==> src/rtl/ccx_emem_pkg.sv <==
// Shared emem field widths, responder FSM states and privilege encodings.
package ccx_emem_pkg;

  localparam int ADDR_W = 39;
  localparam int DATA_W = 64;
  localparam int STRB_W = 8;
  localparam int PRV_W  = 2;

  localparam logic [PRV_W-1:0] PRV_U = 2'd0;
  localparam logic [PRV_W-1:0] PRV_S = 2'd1;
  localparam logic [PRV_W-1:0] PRV_M = 2'd3;

  typedef enum logic [2:0] {
    ST_IDLE,
    ST_WAIT,
    ST_ACCESS,
    ST_RESP,
    ST_ERR
  } emem_state_e;

endpackage

==> src/rtl/ccx_emem_addr_check.sv <==
// Window / depth / privilege check for an emem target; yields error flag and SRAM word index.
module ccx_emem_addr_check
  import ccx_emem_pkg::*;
#(
  parameter logic [ADDR_W-1:0] BASE          = 39'h0010_0000,
  parameter logic [ADDR_W-1:0] SIZE          = 39'h000F_FFFF,
  parameter int                MEM_AW        = 17,
  parameter logic [PRV_W-1:0]  PRV_MIN_WRITE = 2'b00
) (
  input  logic [ADDR_W-1:0] addr,
  input  logic              wen,
  input  logic [PRV_W-1:0]  prv,
  input  logic              rtype,
  output logic              err,
  output logic [MEM_AW-1:0] word_idx
);

  // One extra bit so neither the offset nor the limit wraps.
  logic [ADDR_W:0] offset;
  logic [ADDR_W:0] limit;
  logic [ADDR_W:0] off_word;
  logic            below;
  logic            above;
  logic            too_deep;
  logic            prv_low;

  assign offset   = {1'b0, addr} - {1'b0, BASE};
  assign limit    = {1'b0, BASE} + {1'b0, SIZE};
  assign off_word = offset >> 3;

  assign below    = addr < BASE;
  assign above    = {1'b0, addr} > limit;
  assign too_deep = off_word >= ((ADDR_W+1)'(1) << MEM_AW);
  assign prv_low  = wen && (prv < PRV_MIN_WRITE);

  assign err      = below || above || too_deep || prv_low || (wen && rtype);
  assign word_idx = off_word[MEM_AW-1:0];

endmodule

==> src/rtl/ccx_emem_responder.sv <==
// emem target backed by a single-port synchronous SRAM, with optional wait states.
//
// state     | meaning
// IDLE      | waiting for emem_req; request checked and captured here
// WAIT      | burning WAIT_CYCLES before the SRAM access
// ACCESS    | SRAM enabled for exactly this cycle
// RESP      | gnt with SRAM read data (or 0 for writes)
// ERR       | gnt with err, no SRAM access
module ccx_emem_responder
  import ccx_emem_pkg::*;
#(
  parameter logic [ADDR_W-1:0] BASE          = 39'h0010_0000,
  parameter logic [ADDR_W-1:0] SIZE          = 39'h000F_FFFF,
  parameter int                MEM_AW        = 17,
  parameter int                WAIT_CYCLES   = 0,
  parameter logic [PRV_W-1:0]  PRV_MIN_WRITE = 2'b00
) (
  input  logic              f_clk,
  input  logic              g_resetn,
  input  logic              emem_req,
  input  logic              emem_rtype,
  input  logic [ADDR_W-1:0] emem_addr,
  input  logic              emem_wen,
  input  logic [STRB_W-1:0] emem_strb,
  input  logic [DATA_W-1:0] emem_wdata,
  input  logic [PRV_W-1:0]  emem_prv,
  output logic              emem_gnt,
  output logic              emem_err,
  output logic [DATA_W-1:0] emem_rdata,
  output logic              sram_cen,
  output logic              sram_wen,
  output logic [MEM_AW-1:0] sram_addr,
  output logic [STRB_W-1:0] sram_strb,
  output logic [DATA_W-1:0] sram_wdata,
  input  logic [DATA_W-1:0] sram_rdata
);

  emem_state_e       state_q, state_d;
  logic [3:0]        cnt_q, cnt_d;
  logic [MEM_AW-1:0] word_q, word_d;
  logic              wen_q, wen_d;
  logic [STRB_W-1:0] strb_q, strb_d;
  logic [DATA_W-1:0] wdata_q, wdata_d;

  logic              chk_err;
  logic [MEM_AW-1:0] chk_word;

  ccx_emem_addr_check #(
    .BASE         (BASE),
    .SIZE         (SIZE),
    .MEM_AW       (MEM_AW),
    .PRV_MIN_WRITE(PRV_MIN_WRITE)
  ) u_addr_check (
    .addr    (emem_addr),
    .wen     (emem_wen),
    .prv     (emem_prv),
    .rtype   (emem_rtype),
    .err     (chk_err),
    .word_idx(chk_word)
  );

  always_ff @(posedge f_clk or negedge g_resetn) begin
    if (!g_resetn) begin
      state_q <= ST_IDLE;
      cnt_q   <= '0;
      word_q  <= '0;
      wen_q   <= 1'b0;
      strb_q  <= '0;
      wdata_q <= '0;
    end else begin
      state_q <= state_d;
      cnt_q   <= cnt_d;
      word_q  <= word_d;
      wen_q   <= wen_d;
      strb_q  <= strb_d;
      wdata_q <= wdata_d;
    end
  end

  always_comb begin
    state_d    = state_q;
    cnt_d      = cnt_q;
    word_d     = word_q;
    wen_d      = wen_q;
    strb_d     = strb_q;
    wdata_d    = wdata_q;
    emem_gnt   = 1'b0;
    emem_err   = 1'b0;
    emem_rdata = '0;
    sram_cen   = 1'b0;
    sram_wen   = 1'b0;
    sram_addr  = '0;
    sram_strb  = '0;
    sram_wdata = '0;

    unique case (state_q)
      ST_IDLE: begin
        if (emem_req) begin
          word_d  = chk_word;
          wen_d   = emem_wen;
          strb_d  = emem_strb;
          wdata_d = emem_wdata;
          if (chk_err) begin
            state_d = ST_ERR;
          end else if (WAIT_CYCLES == 0) begin
            state_d = ST_ACCESS;
          end else begin
            state_d = ST_WAIT;
            cnt_d   = 4'(WAIT_CYCLES);
          end
        end
      end
      ST_WAIT: begin
        cnt_d = cnt_q - 4'd1;
        if (cnt_q == 4'd1) state_d = ST_ACCESS;
      end
      ST_ACCESS: begin
        sram_cen   = 1'b1;
        sram_wen   = wen_q;
        sram_addr  = word_q;
        sram_strb  = wen_q ? strb_q : '0;
        sram_wdata = wdata_q;
        state_d    = ST_RESP;
      end
      ST_RESP: begin
        emem_gnt   = 1'b1;
        emem_rdata = wen_q ? '0 : sram_rdata;
        state_d    = ST_IDLE;
      end
      ST_ERR: begin
        emem_gnt = 1'b1;
        emem_err = 1'b1;
        state_d  = ST_IDLE;
      end
      default: state_d = ST_IDLE;
    endcase
  end

endmodule

==> config.mk <==
export PLATFORM = sky130hd
export DESIGN_NAME = ccx_emem_responder
export DESIGN_NICKNAME = d
export VERILOG_FILES = /design/src/rtl/ccx_emem_pkg.sv /design/src/rtl/ccx_emem_addr_check.sv /design/src/rtl/ccx_emem_responder.sv
export SDC_FILE = /design/constraint.sdc
export NUM_CORES = 1
export LEC_CHECK = 0
export ABC_CLOCK_PERIOD_IN_PS = 4600
export BUFFER_PORTS_ARGS = -buffer_cell sky130_fd_sc_hd__buf_2
export CAP_MARGIN = 20
export CORE_AREA = 8 8 125 127
export CTS_CLUSTER_DIAMETER = 100
export DETAILED_ROUTE_END_ITERATION = 16
export DIE_AREA = 0 0 133 135
export PLACE_DENSITY = 0.72
export SETUP_SLACK_MARGIN = 0.2
export SLEW_MARGIN = 15
export SYNTH_ARGS = -nofsm -noshare
export SYNTH_HDL_FRONTEND = slang
export SYNTH_SLANG_ARGS = --single-unit
export TNS_END_PERCENT = 5
==> constraint.sdc <==
create_clock -name f_clk -period 4.6 [get_ports f_clk]
set_input_delay 0.92 -clock f_clk [delete_from_list [all_inputs] [get_ports f_clk]]
set_output_delay 0.92 -clock f_clk [all_outputs]
set_load 0.005 [all_outputs]
==> qor.txt <==
Row count: 43
Core area: 13600 um2
Net switching power figure: 0.000480 W
Area delta synth->final: 43.9%
Static Leak: 3.94 nW
Setup CP Type: flop to output pin
Mapped cell area: 5010 um2
Reg clk slew, reported paths: 60 ps
Setup crit end kind: output pin
Final WL: 17100 um
Clk buf depth: 2
Gr usage total: 18.2%
Initial Util: 36.8%
Clock sink count: 97
DRC viols: 0
Min-Delay Path Class: flop to flop
Max-slew headroom: 35.4%
Fin. Hold Viols: 0
Detailed router's first-iteration violation count: 120
Drt first pass iters: 4
Required time of the critical path: 3680 ps
Number of global-route vias before repair: 4573
Worst slew pin tran: 969 ps
Post-route antenna net violation count: 0
Die area: 18000 um2
Largest net degree at the start of global routing: 92
CTS tree: built
Ports: 339
Final setup margin: 1430 ps
Comb power frac: 13.2%
Power density over the cells: 282 nW/um2
Seq/Total Area, Yosys: 48.4%
Buf+Inv Stages, Crit Path: 2
Outcome: finished, final reports clean
#FFs+latches synth: 97
Pre-CTS setup slack: 1600 ps
Reg power frac: 50.6%
Setup crit start kind: flop
Cts bufs inserted: 9
Synth Warn #: 0
Setup TNS: 0 ps
Mapped Cells: 443
Power share of the clock group: 36.2%
Number of diodes: 0
Reg area: 2430 um2
Area of the multi-input gates: 2490 um2
Avg Vias per Cell: 4.67
Final slew viol count: 0
# resized after CTS: 0
Syn nets: 630
Unrepaired setup endpoints after global routing: false
Post-CTS Setup Bufs: 0
Initial antenna violation count: 0
Routed length per instance: 17.9 um
CP peak stage delay: 560 ps
H-tree depth: 3
Tcrit/Tclk final: 68.9%
Total number of vias: 4462
HPWL Detailed: 13700 um
Global route overflow: 0
CTS Root Cell: clkbuf_16
Internal power: 0.00156 W
WHS: 468 ps
CP top delay family: buffers and inverters
Crit Path Max Fanout: 91
Final setup fails: 0
Worst vdd ir: 236 uV
Die Y: 135 um
Max Clock Skew: 5.63 ps
CP max-delay cell: buf_4
Crit-path cells: nor2b_1, nor2b_4, buf_4, and2_1, buf_2
Gp weighted congestion: 0.900
Max Clk Rate: 316 MHz
Fin crit period: 3170 ps
Die width: 133 um
WP data arrival: 2250 ps
Hold-fix buffers at CTS: 0
Number of port buffers: 336
Fillcell total: 1284
Max cap viols: 0
Worst skew pair latency: 350 ps
Synth Area per Inst: 11.3 um2
Sw Ratio: 23.6%
First-pass GRT wire length: 25600 um
Share of cells above drive strength 1: 59.1%
Nets: 958
Netlist cell types: 32
==> cells by family (layout without fill, tap and decap cells) <==
kind of cell / after synthesis / count (layout) / share of synthesized area [%]
adders and majority gates: 5 / 5 / 1.25
AOI/OAI and AO/OA: 10 / 10 / 1.50
muxes: 90 / 90 / 20.2
xor gates and xnor gates: 3 / 3 / 0.524
buffers and inverters: 33 / 365 / 2.47
and+or+nand+nor: 205 / 205 / 25.6
DFF: 97 / 97 / 48.4
==> cell usage after synthesis <==
library cell    n  area share, %
ha_1            5            1.2
nor4b_1         2           0.35
nor2b_1         3           0.37
a31o_1          1           0.17
and3_1          8            1.0
inv_1           5           0.37
o31a_2          1           0.20
nand3_1         2           0.20
nor4bb_1        1           0.20
nand2_1         6           0.45
and2_1        146             18
nand3b_1        2           0.30
dfrtp_1        97             48
clkbuf_1       28            2.1
or4_4           2           0.45
nand2b_1        2           0.25
nand4bb_4       1           0.55
a21oi_1         1           0.10
xnor2_1         1           0.17
a2111oi_2       1           0.30
xor2_1          2           0.35
a21boi_1        1           0.15
nand4_1         7           0.87
a21o_1          1           0.15
mux2_2         90             20
nor4_1          8            1.0
or4_2           1           0.17
o21ai_0         3           0.30
nor2_1          9           0.67
a31oi_1         1           0.12
nor3_1          4           0.40
nor3b_1         1           0.15
==> path summary, 6_finish.rpt <==
kind / start / end / slack (ps) / cells after the start
worst max-delay path: state_q[1] / sram_wdata[40] / 1430 / 5
worst min-delay path: cnt_q[3] / cnt_q[3] / 470 / 1
worst max register to register: state_q[2] / wdata_q[57] / 2350 / 5
worst min register to register: cnt_q[3] / cnt_q[3] / 470 / 1
max in group asynchronous: g_resetn / word_q[1] / 2980 / 2
min in group asynchronous: g_resetn / wdata_q[34] / 720 / 1
==> flip-flops by register name (all words and copies together) (netlist names) <==
name	cells
cnt_q	4
state_q	3
strb_q	8
wdata_q	64
wen_q	1
word_q	17
==> through the flow <==
stage          area (um2)  utilization [%]  total power [W]  instances
2_1_floorplan        5010                -          0.00117        443
3_3_place_gp         6930             50.9          0.00130        940
3_5_place_dp         6930             50.9          0.00132        940
4_1_cts              7210             53.0          0.00206        955
5_1_grt              7210             53.0          0.00213        955
6_report             7210             53.0          0.00204        955
==> placed cells by master, fill, tap and decap left out, types with 7 or more instances in the layout <==
cell type and n:
and3_1 8, buf_4 9, dfrtp_1 97, nor2_1 8, clkbuf_16 9, nor4_1 8
nand4_1 7, and2_1 146, mux2_2 90, buf_2 335
==> power by group through the flow <==
stage	Clock (W)	Sequential, W	Combinational, W
floorplan	0	0.00102	0.000150
global placement	0	0.00104	0.000263
detailed placement	0	0.00105	0.000272
CTS	0.000757	0.00103	0.000272
global route	0.000786	0.00105	0.000294
finish	0.000738	0.00103	0.000268
==> final cells by class <==
class / count / share of cell area [%]
multi-input cells: 313 / 34.5
well taps: 180 / 3.12
repair buffers: 345 / 24.5
flip-flops and latches: 97 / 33.7
clock inverters: 5 / 0.798
inverters: 5 / 0.260
clock buffers: 10 / 3.17
==> metal layers <==
layer,track usage (%),wire (um),up-vias
met3,9.14,2120,19
met2,31.1,8420,215
met5,0,0,-
met1,19.0,6260,2087
li1,-,-,2141
met4,6.62,293,0
Note: power is estimated with default switching activity, not from simulation.
